===== src/rtl/pa_wb_pkg.sv =====
// Shared types and constants for the writeback arbiter: producer numbering,
// register/data widths and the queued writeback entry.
package pa_wb_pkg;

  localparam int NUM_PRODUCERS = 4;
  localparam int REG_ADDR_W    = 5;
  localparam int DATA_W        = 16;

  localparam int PROD_ARITH_A  = 0;
  localparam int PROD_ARITH_B  = 1;
  localparam int PROD_LS_A     = 2;
  localparam int PROD_LS_B     = 3;

  typedef struct packed {
    logic [REG_ADDR_W-1:0] addr;
    logic [DATA_W-1:0]     data;
  } wb_entry_t;

  // Round-robin scan position; the 2-bit add wraps modulo the producer count.
  function automatic logic [1:0] rr_index(input logic [1:0] base, input logic [1:0] offset);
    return base + offset;
  endfunction

endpackage


===== src/rtl/pa_wb_fifo.sv =====
// Single-producer writeback FIFO. Pointers wrap at DEPTH; the count carries one
// extra bit so full and empty are distinguishable.
module pa_wb_fifo
  import pa_wb_pkg::*;
#(
  parameter int DEPTH = 4,
  parameter int PTR_W = 2
) (
  input  logic      clock_i,
  input  logic      reset_i,
  input  logic      push_i,
  input  wb_entry_t entry_i,
  input  logic      pop_i,
  output wb_entry_t head_o,
  output logic      full_o,
  output logic      empty_o
);

  wb_entry_t        mem_q [DEPTH];
  wb_entry_t        mem_d [DEPTH];
  logic [PTR_W-1:0] wr_ptr_q, wr_ptr_d;
  logic [PTR_W-1:0] rd_ptr_q, rd_ptr_d;
  logic [PTR_W:0]   count_q, count_d;
  logic             do_push, do_pop;

  assign full_o  = (count_q == (PTR_W+1)'(DEPTH));
  assign empty_o = (count_q == '0);
  assign head_o  = mem_q[rd_ptr_q];
  assign do_push = push_i & ~full_o;
  assign do_pop  = pop_i & ~empty_o;

  always_comb begin
    mem_d    = mem_q;
    wr_ptr_d = wr_ptr_q;
    rd_ptr_d = rd_ptr_q;
    count_d  = count_q;
    if (do_push) begin
      mem_d[wr_ptr_q] = entry_i;
      wr_ptr_d        = wr_ptr_q + PTR_W'(1);
    end
    if (do_pop) begin
      rd_ptr_d = rd_ptr_q + PTR_W'(1);
    end
    // A simultaneous push and pop leaves the occupancy unchanged.
    case ({do_push, do_pop})
      2'b10:   count_d = count_q + (PTR_W+1)'(1);
      2'b01:   count_d = count_q - (PTR_W+1)'(1);
      default: count_d = count_q;
    endcase
  end

  always_ff @(posedge clock_i) begin
    if (reset_i) begin
      wr_ptr_q <= '0;
      rd_ptr_q <= '0;
      count_q  <= '0;
    end else begin
      wr_ptr_q <= wr_ptr_d;
      rd_ptr_q <= rd_ptr_d;
      count_q  <= count_d;
    end
  end

  always_ff @(posedge clock_i) begin
    mem_q <= mem_d;
  end

endmodule


===== src/rtl/pa_writeback_arbiter.sv =====
// Four producer FIFOs drained round-robin onto two register-file write ports,
// never writing one address twice per cycle. Define WB_PERF_EN for perf counters.
module pa_writeback_arbiter
  import pa_wb_pkg::*;
#(
  parameter int DEPTH = 4,
  parameter int PTR_W = 2
) (
  input  logic                                clock_i,
  input  logic                                reset_i,
  input  logic [NUM_PRODUCERS-1:0]            req_valid_i,
  input  logic [NUM_PRODUCERS*REG_ADDR_W-1:0] req_addr_i,
  input  logic [NUM_PRODUCERS*DATA_W-1:0]     req_data_i,
  output logic [NUM_PRODUCERS-1:0]            req_ready_o,
  output logic                                wbA_o,
  output logic [REG_ADDR_W-1:0]               wbAddrA_o,
  output logic [DATA_W-1:0]                   wbValA_o,
  output logic                                wbB_o,
  output logic [REG_ADDR_W-1:0]               wbAddrB_o,
  output logic [DATA_W-1:0]                   wbValB_o,
  output logic                                stall_o,
  output logic                                overflow_o
`ifdef WB_PERF_EN
  ,
  output logic [31:0]                         grant_count_o,
  output logic [15:0]                         conflict_count_o
`endif
);

  wb_entry_t                  req_entry [NUM_PRODUCERS];
  wb_entry_t                  head      [NUM_PRODUCERS];
  logic [NUM_PRODUCERS-1:0]   full, empty, push, pop;

  logic [1:0]                 ptr_q, ptr_d, idx, idx_a, idx_b;
  logic                       grant_a, grant_b, conflict;
  logic                       wb_a_q, wb_a_d, wb_b_q, wb_b_d;
  logic [REG_ADDR_W-1:0]      addr_a_q, addr_a_d, addr_b_q, addr_b_d;
  logic [DATA_W-1:0]          val_a_q, val_a_d, val_b_q, val_b_d;
  logic                       overflow_q, overflow_d;

  assign req_ready_o = ~full;
  assign push        = req_valid_i & ~full;
  assign stall_o     = |full;

  for (genvar g = 0; g < NUM_PRODUCERS; g++) begin : g_fifo
    assign req_entry[g] = {req_addr_i[g*REG_ADDR_W +: REG_ADDR_W], req_data_i[g*DATA_W +: DATA_W]};

    pa_wb_fifo #(.DEPTH(DEPTH), .PTR_W(PTR_W)) u_fifo (
      .clock_i (clock_i),
      .reset_i (reset_i),
      .push_i  (push[g]),
      .entry_i (req_entry[g]),
      .pop_i   (pop[g]),
      .head_o  (head[g]),
      .full_o  (full[g]),
      .empty_o (empty[g])
    );
  end

  // Port B takes the next head after port A whose address differs from A's.
  always_comb begin
    grant_a  = 1'b0;
    grant_b  = 1'b0;
    idx_a    = '0;
    idx_b    = '0;
    idx      = '0;
    conflict = 1'b0;
    for (int i = 0; i < NUM_PRODUCERS; i++) begin
      idx = rr_index(ptr_q, 2'(i));
      if (!empty[idx]) begin
        if (!grant_a) begin
          grant_a = 1'b1;
          idx_a   = idx;
        end else if (!grant_b) begin
          if (head[idx].addr != head[idx_a].addr) begin
            grant_b = 1'b1;
            idx_b   = idx;
          end else begin
            conflict = 1'b1;
          end
        end
      end
    end

    pop = '0;
    if (grant_a) pop[idx_a] = 1'b1;
    if (grant_b) pop[idx_b] = 1'b1;

    ptr_d = ptr_q;
    if (grant_b)      ptr_d = idx_b + 2'd1;
    else if (grant_a) ptr_d = idx_a + 2'd1;
  end

  always_comb begin
    wb_a_d     = grant_a;
    wb_b_d     = grant_b;
    addr_a_d   = grant_a ? head[idx_a].addr : addr_a_q;
    val_a_d    = grant_a ? head[idx_a].data : val_a_q;
    addr_b_d   = grant_b ? head[idx_b].addr : addr_b_q;
    val_b_d    = grant_b ? head[idx_b].data : val_b_q;
    overflow_d = overflow_q | (|(req_valid_i & full));
  end

  always_ff @(posedge clock_i) begin
    if (reset_i) begin
      ptr_q      <= '0;
      wb_a_q     <= 1'b0;
      wb_b_q     <= 1'b0;
      addr_a_q   <= '0;
      val_a_q    <= '0;
      addr_b_q   <= '0;
      val_b_q    <= '0;
      overflow_q <= 1'b0;
    end else begin
      ptr_q      <= ptr_d;
      wb_a_q     <= wb_a_d;
      wb_b_q     <= wb_b_d;
      addr_a_q   <= addr_a_d;
      val_a_q    <= val_a_d;
      addr_b_q   <= addr_b_d;
      val_b_q    <= val_b_d;
      overflow_q <= overflow_d;
    end
  end

  assign wbA_o      = wb_a_q;
  assign wbAddrA_o  = addr_a_q;
  assign wbValA_o   = val_a_q;
  assign wbB_o      = wb_b_q;
  assign wbAddrB_o  = addr_b_q;
  assign wbValB_o   = val_b_q;
  assign overflow_o = overflow_q;

`ifdef WB_PERF_EN
  logic [31:0] grant_count_q, grant_count_d;
  logic [15:0] conflict_count_q, conflict_count_d;
  logic [32:0] grant_sum;

  // Both counters stick at their maximum instead of wrapping.
  always_comb begin
    grant_sum        = {1'b0, grant_count_q} + 33'(grant_a) + 33'(grant_b);
    grant_count_d    = grant_sum[32] ? '1 : grant_sum[31:0];
    conflict_count_d = conflict_count_q;
    if (conflict && (conflict_count_q != '1)) begin
      conflict_count_d = conflict_count_q + 16'd1;
    end
  end

  always_ff @(posedge clock_i) begin
    if (reset_i) begin
      grant_count_q    <= '0;
      conflict_count_q <= '0;
    end else begin
      grant_count_q    <= grant_count_d;
      conflict_count_q <= conflict_count_d;
    end
  end

  assign grant_count_o    = grant_count_q;
  assign conflict_count_o = conflict_count_q;
`endif

endmodule


===== config.mk =====
export PLATFORM = sky130hd
export DESIGN_NAME = pa_writeback_arbiter
export DESIGN_NICKNAME = d
export VERILOG_FILES = /design/src/rtl/pa_wb_pkg.sv /design/src/rtl/pa_wb_fifo.sv /design/src/rtl/pa_writeback_arbiter.sv
export SDC_FILE = /design/constraint.sdc
export NUM_CORES = 1
export LEC_CHECK = 0
export ABC_AREA = 1
export BUFFER_PORTS_ARGS = -buffer_cell sky130_fd_sc_hd__buf_2
export CORE_MARGIN = 8
export CORE_UTILIZATION = 31
export CTS_BUF_LIST = sky130_fd_sc_hd__clkbuf_8
export CTS_CLUSTER_SIZE = 30
export DETAILED_ROUTE_END_ITERATION = 8
export GPL_TIMING_DRIVEN = 0
export SYNTH_ARGS = -nofsm -noshare
export SYNTH_HDL_FRONTEND = slang
export SYNTH_SLANG_ARGS = --single-unit

===== constraint.sdc =====
create_clock -name clock_i -period 12.4 [get_ports clock_i]
set_input_delay 0.62 -clock clock_i [delete_from_list [all_inputs] [get_ports clock_i]]
set_output_delay 0.62 -clock clock_i [all_outputs]
set_load 0.005 [all_outputs]

[After elaboration in Yosys (flattened, before gate mapping)]
Index checks and enable logic that the tools add are counted.
Word-level totals
  bits in registers: 411
  bits in latches: 0
  RAM bits: 0
  ROM bits: 0
  input port bits: 90
  output and inout port bits: 50
  word-level logic and storage cells: 271
  memories: 0
Cells by class
  $add $sub $neg: 21
  $mul: 0
  divide/modulo/power cells: 0
  order comparisons: 28
  eq/ne operators: 15
  shift-type cells: 0
  mux-type cells: 101
  bitwise gates (word level): 37
  reduce and logical (&&, ||, !) cells: 17
Operators with widths (count)
  2-to-1 mux 21 bit: 28
  binary-select mux 21 bit (select 2 bit): 12
  bitwise mux 84 bit: 4
  demux 21 bit (select 2 bit): 4
  >= comparator 3 bit (second input constant): 16
  inverter 2 -> 3 bit: 16
  2-to-1 mux 2 bit: 20
  case mux 3 bit (2 select lines): 4
  adder 2 x 1 -> 2 bit (second input constant): 11
  2-to-1 mux 1 bit: 21
  less-than comparator 2 x 3 -> 1 bit (second input constant): 6
  inequality test 5 bit: 3
  adder 3 x 1 -> 3 bit (second input constant): 4
  equality test 3 bit (second input constant): 4
  logical NOT 3 bit: 4
  less-than comparator 3 x 1 -> 1 bit (second input constant): 4
  subtractor 3 x 1 -> 3 bit (second input constant): 4
  nonzero test 2 bit: 5
  bitwise AND 1 bit: 8
  bitwise AND 4 bit: 2
  binary-select mux 1 bit (select 2 bit): 4
  equality test 2 x 1 -> 1 bit (second input constant): 4
  equality test 2 bit (second input constant): 4
  2-to-1 mux 4 bit: 2
  other kinds (9): 25

[Depth between registers and ports, before layout]
  depth after elaboration: 29
  gate-level depth with buffers: 35
  mapped depth without buffers: 34

[By module]
From an unflattened synthesis, not the netlist that was laid out.
Unflattened totals
  cells, all modules: 1909
  area total of the unflattened synthesis: 19033.3 um2
By module, submodules not included
  pa_wb_fifo: times used 4, cells an instance 269, area each 3595.9 um2, seq. area each 2662.6 um2
  pa_writeback_arbiter: times used 1, cells an instance 833, area each 4649.5 um2, seq. area each 940.9 um2

[Worst setup path after synthesis]
No wires, ideal clock.
  path type: register to register
  start: register ptr_q[0]
  end: register g_fifo[3].u_fifo.count_q[2]
  setup time: 122 ps
  arrival: 4001 ps
  data required time: 12278 ps
  slack: 8277 ps
  stages on the path, launching flop included: 33
  path buffers: 2
  clock period less this slack: 4123 ps
  cells stage by stage: dfxtp_1 -> buf_4 -> nand3_1 -> nand2_1 -> nand2_1 -> nand2_2 -> inv_1 -> ha_1 -> inv_1 -> nand3_1 -> nand2_2 -> buf_4 -> nand2_1 -> nand3_1 -> nand3_1 -> nand2_1 -> nand3_2 -> o21ai_2 -> nand2_1 -> nand2_2 -> nand3_2 -> nand2_4 -> inv_2 -> o21ai_4 -> inv_2 -> nor2_2 -> ha_1 -> inv_1 -> fa_1 -> a21oi_1 -> o21ai_0 -> o21ai_0 -> a21oi_1
Between the ends
  longest elaborated chain between the ends: 28
  elaborated cells on any way between the ends: 89
  those cells by class: add/sub (3); order compare (4); eq/ne (5); mux (66); bitwise (8); reduce/logical (3)
Ends and longest elaborated chain
  from (decl): RTL line pa_writeback_arbiter.sv:34  | logic [1:0] ptr_q, ptr_d, idx, idx_a, idx_b;
  from (signal assigned): RTL line pa_writeback_arbiter.sv:115  | ptr_q <= ptr_d;
  binary-select mux 1 bit (select 2 bit): RTL line pa_writeback_arbiter.sv:70  | if (!empty[idx]) begin
  2-to-1 mux 1 bit (implied by the code): RTL line pa_writeback_arbiter.sv:70
  2-to-1 mux 2 bit: RTL line pa_writeback_arbiter.sv:70
  inverter 2 -> 3 bit (implied by the code): RTL line pa_writeback_arbiter.sv:75  | if (head[idx].addr != head[idx_a].addr) begin
  binary-select mux 21 bit (select 2 bit): RTL line pa_writeback_arbiter.sv:75
  2-to-1 mux 21 bit (implied by the code) (2 in series): RTL line pa_writeback_arbiter.sv:75
  inequality test 5 bit: RTL line pa_writeback_arbiter.sv:75
  2-to-1 mux 2 bit: RTL line pa_writeback_arbiter.sv:75
  [12 not listed]
  2-to-1 mux 1 bit (implied by the code): RTL line pa_writeback_arbiter.sv:87  | if (grant_b) pop[idx_b] = 1'b1;
  demux 1 bit (select 2 bit): RTL line pa_writeback_arbiter.sv:87
  OR 4 bit (no source line)
  2-to-1 mux 4 bit (*): RTL line pa_writeback_arbiter.sv:87
  bitwise AND 1 bit (*): RTL line pa_wb_fifo.sv:30  | assign do_pop = pop_i & ~empty_o;
  via g_fifo[3].u_fifo.do_pop: RTL line pa_wb_fifo.sv:24  | logic do_push, do_pop;
  equality test 2 x 1 -> 1 bit / equality test 2 bit (equally long branches): RTL line pa_wb_fifo.sv:45  | case ({do_push, do_pop})
  case mux 3 bit (2 select lines) / nonzero test 2 bit (equally long branches)
  to (signal assigned): RTL line pa_wb_fifo.sv:60  | count_q <= count_d;
  to (decl): RTL line pa_wb_fifo.sv:23  | logic [PTR_W:0] count_q, count_d;
Mark *: on every way through the listed nets, which the timed path passes. The rest lies on a longest branch. The select of a mux whose other input is x is not followed.
A chain may end at the register's enable or synchronous reset.

[Final worst setup path]
  start: register g_fifo[3].u_fifo.count_q[1]
  end: register g_fifo[1].u_fifo.count_q[2]
Between the ends
  longest elaborated chain between the ends: 29
  elaborated cells on any way between the ends: 75
  those cells by class: order compare (4); eq/ne (5); mux (57); bitwise (5); reduce/logical (4)
Ends and longest elaborated chain
  logical NOT 3 bit (*): RTL line pa_wb_fifo.sv:27  | assign empty_o = (count_q == '0);
  binary-select mux 1 bit (select 2 bit): RTL line pa_writeback_arbiter.sv:70
  2-to-1 mux 1 bit (implied by the code): RTL line pa_writeback_arbiter.sv:70
  2-to-1 mux 2 bit: RTL line pa_writeback_arbiter.sv:70
  inverter 2 -> 3 bit (implied by the code): RTL line pa_writeback_arbiter.sv:75
  binary-select mux 21 bit (select 2 bit): RTL line pa_writeback_arbiter.sv:75
  2-to-1 mux 21 bit (implied by the code) (2 in series): RTL line pa_writeback_arbiter.sv:75
  inequality test 5 bit: RTL line pa_writeback_arbiter.sv:75
  [13 not listed]
  2-to-1 mux 1 bit (implied by the code): RTL line pa_writeback_arbiter.sv:87
  demux 1 bit (select 2 bit): RTL line pa_writeback_arbiter.sv:87
  OR 4 bit (no source line)
  2-to-1 mux 4 bit (*): RTL line pa_writeback_arbiter.sv:87
  bitwise AND 1 bit (*): RTL line pa_wb_fifo.sv:30
  via g_fifo[1].u_fifo.do_pop: RTL line pa_wb_fifo.sv:24
  equality test 2 x 1 -> 1 bit / equality test 2 bit (equally long branches): RTL line pa_wb_fifo.sv:45
  case mux 3 bit (2 select lines) / nonzero test 2 bit (equally long branches)
  to (signal assigned): RTL line pa_wb_fifo.sv:60
  to (decl): RTL line pa_wb_fifo.sv:23
Marked as above.

==> out/qor.txt <==
Total grt overflow: 0
Final Hold Vio Count: 0
RSZ-0062 raised after global routing: no
Die X: 266 µm
Clock skew: 0.0347 ns
Most common library cells after synthesis: 601 x nand2_1, 336 x edfxtp_1, 199 x nand3_1
Final #Nets: 2,389
Final cycle utilization of the critical path: 44.1%
Crit-path leading delay family: simple AND/OR/NAND/NOR gates
CP required: 12.93 ns
P_leak: 9.46 nW
Full die area: 0.0709 mm²
Clock transition at the registers of the reported paths: 0.06 ns
Worst vdd ir: 0.000238 V
Yosys reg bits: 411
Setup violators final: 0
Crit path kind: reg2reg
Rel. slew slack: 37.7%
First drt pass iteration count: 6
RD Place Congestion: 0.939
Largest net degree at the start of global routing: 16
MaxCap Viol Count: 0
Setup TNS: 0 ns
Final min period: 5.47 ns
Mapped Cells: 2,044
Met3 WL: 6450 µm
TritonCTS Buffers: 73
Async set-reset flop share out of synthesis: 0%
IO Port Bufs: 139
Multi-input logic area: 0.00669 mm²
Clk_lat worst skew: 0.66 ns
H-tree depth: 3
Setup Fix Bufs, Post-CTS: 0
CTS hold repair buffers: 0
Main synth FF type: edfxtp_1
DRT iter0 DRCs: 1,514
Filler instances: 6,186
CP dominant cell by count: nand3_1
Critical-path top delay cell: nor2_1
Met2 Wirelength: 28,200 µm
FF-to-FF setup slack: 6.93 ns
Cell accounting for the most synthesized area: edfxtp_1
Starting Density: 31.4%
Top sig layer: met5
Core footprint: 0.0618 mm²
Synth cell types: 52
Critical path launch point type: flip-flop
Cell Rows: 91
Chip height: 266 µm
CP max FO: 10
Vias per cell: 5.03
CP endpoint kind: flip-flop
WHS Path Cells: 1
Yosys top cell area share: 52.0%
Min-delay worst type: in2reg
Warning count from the yosys run: 0
Post-synth EDFFs: 336
Cell Area, Synth: 0.0194 mm²
Syn Nets: 2,159
I/O pins: 140
ANT nets after route: 0
Inserted Diodes: 0
Aggregate global-route resource usage: 17.8%
Resize count post-CTS: 0
Reg2Reg Depth: 33
M1 WL: 27,000 µm
CP max stage delay: 0.43 ns
WL per Instance: 20.3 µm
Fin. max-slew vios: 0
Clk buf depth: 3
DP HPWL: 47,900 µm
Crit path DAT: 6.01 ns
Avg Inst Size Synth: 9.49 µm²
DRC viols: 0
Fmax: 0.183 GHz
PD cells: 314 mW/mm²
CTS sink count: 411
Vias: 15,929
Run status: complete, no violations
Placed insts: 3,036
Least-Margin Pin Slew: 0.934 ns
Clock tree from TritonCTS: built
Area grow syn2layout: 17.7%
Top post-synthesis cells by area: edfxtp_1 52%, nand2_1 12%, dfxtp_1 7.7%
Buf/Inv on CP: 6
Root buffer cell: clkbuf_8
Count leader, synth: nand2_1
Seq/Total Area, Yosys: 59.7%
Register area: 0.0116 mm²
Antenna violations before repair: 2
Finished Layout Cells: 3,165
Post-Route WL: 64,400 µm
Layout cells sized above 1: 15.8%
CP Depth: 33
Vias in the first global route: 15,550
First-pass GRT wire length: 95,600 µm
==> placed cells by master (no fill, tap or decap), drive strengths merged <==
| master | Yosys | routed |
|---|---|---|
| or2 | 5 | 5 |
| nand2 | 622 | 622 |
| o22ai | 55 | 55 |
| edfxtp | 336 | 336 |
| clkinv | 4 | 21 |
| a311oi | 1 | 1 |
| o221ai | 1 | 1 |
| dfxtp | 75 | 75 |
| o21bai | 1 | 1 |
| a32o | 29 | 29 |
| o21ai | 131 | 131 |
| a41oi | 2 | 2 |
| clkbuf | 49 | 127 |
| nor2 | 131 | 131 |
| nand3b | 1 | 1 |
| bufinv | 0 | 2 |
| fa | 4 | 4 |
| buf | 50 | 205 |
| clkinvlp | 0 | 5 |
| nor3 | 1 | 1 |
| o2111ai | 1 | 1 |
| nand4 | 5 | 5 |
| xor2 | 3 | 3 |
| a21oi | 98 | 98 |
| a32oi | 9 | 9 |
| a31oi | 1 | 1 |
| ha | 21 | 21 |
| o22a | 1 | 1 |
| a22oi | 1 | 1 |
| inv | 179 | 206 |
| a221oi | 7 | 7 |
| nand3 | 209 | 209 |
| o211ai | 11 | 11 |
==> worst reg2reg max path: cells and delay by family, from the launching register on <==
kind                       cells  cell delay [ns]
DFF                            1             0.32
and+or+nand+nor               19             2.61
AOI/OAI and AO/OA              5             0.56
adders and majority gates      3             0.83
buffers and inverters          6             1.03
==> per-stage QoR <==
stage               total power, mW  worst slack [ns]  area [µm²]  hold slack [ns]  util [%]
floorplan                      4.60              8.28       19400            0.454         -
global route                   7.67              6.39       22800            0.147      36.9
finish                         7.17              6.93       22800            0.171      36.9
CTS                            7.10              7.00       22800            0.112      36.9
global placement               5.82              7.09       21200            0.468      34.2
detailed placement             5.89              7.02       21500            0.486      34.7
==> cell type report <==
type                            count  share of cell area (%)
Multi-Input combinational cell   1351                    29.3
Clock inverter                     51                    1.31
Sequential cell                   411                    50.8
Buffer                             99                    2.09
Timing Repair Buffer              155                    4.25
Clock buffer                       78                    4.70
Tap cell                          837                    4.59
Inverter                          183                    3.04
==> cells by family after synthesis <==
| group | count (synthesis) | share of synthesized area [%] |
|---|---|---|
| AND/OR/NAND/NOR | 974 | 21.3 |
| XOR/XNOR | 3 | 0.135 |
| adder cells (fa/ha/maj) | 25 | 1.77 |
| AO/OA/AOI/OAI | 349 | 11.0 |
| buffers and inverters | 282 | 6.03 |
| flip-flops | 411 | 59.7 |
==> flip-flops by register name, indices dropped and copies added (netlist names) <==
name / cells
g_fifo.u_fifo.count_q: 12
wbValB_o: 16
wbA_o: 1
wbAddrA_o: 5
ptr_q: 2
wbAddrB_o: 5
wbB_o: 1
overflow_o: 1
g_fifo.u_fifo.wr_ptr_q: 8
wbValA_o: 16
g_fifo.u_fifo.mem_q: 336
g_fifo.u_fifo.rd_ptr_q: 8
==> where the power goes <==
group	total, mW	internal (mW)	switching [mW]
clock network	1.20	0.627	0.569
logic	4.15	1.27	2.88
registers	1.82	1.70	0.114
==> routing by layer <==
metal | global-route usage [%] | vias up
li1 | - | 7518
met1 | 23.1 | 7585
met2 | 27.0 | 682
met3 | 5.64 | 140
met4 | 7.87 | 4
met5 | 0 | -
==> path summary, 6_finish.rpt <==
check | end | from
worst max-delay path | g_fifo[1].u_fifo.count_q[2] | g_fifo[3].u_fifo.count_q[1]
worst min-delay path | g_fifo[1].u_fifo.mem_q[35] | req_data_i[30]
worst max register to register | g_fifo[1].u_fifo.count_q[2] | g_fifo[3].u_fifo.count_q[1]
worst min register to register | g_fifo[0].u_fifo.count_q[0] | g_fifo[0].u_fifo.count_q[0]
Note: power is estimated with default switching activity, not from simulation.
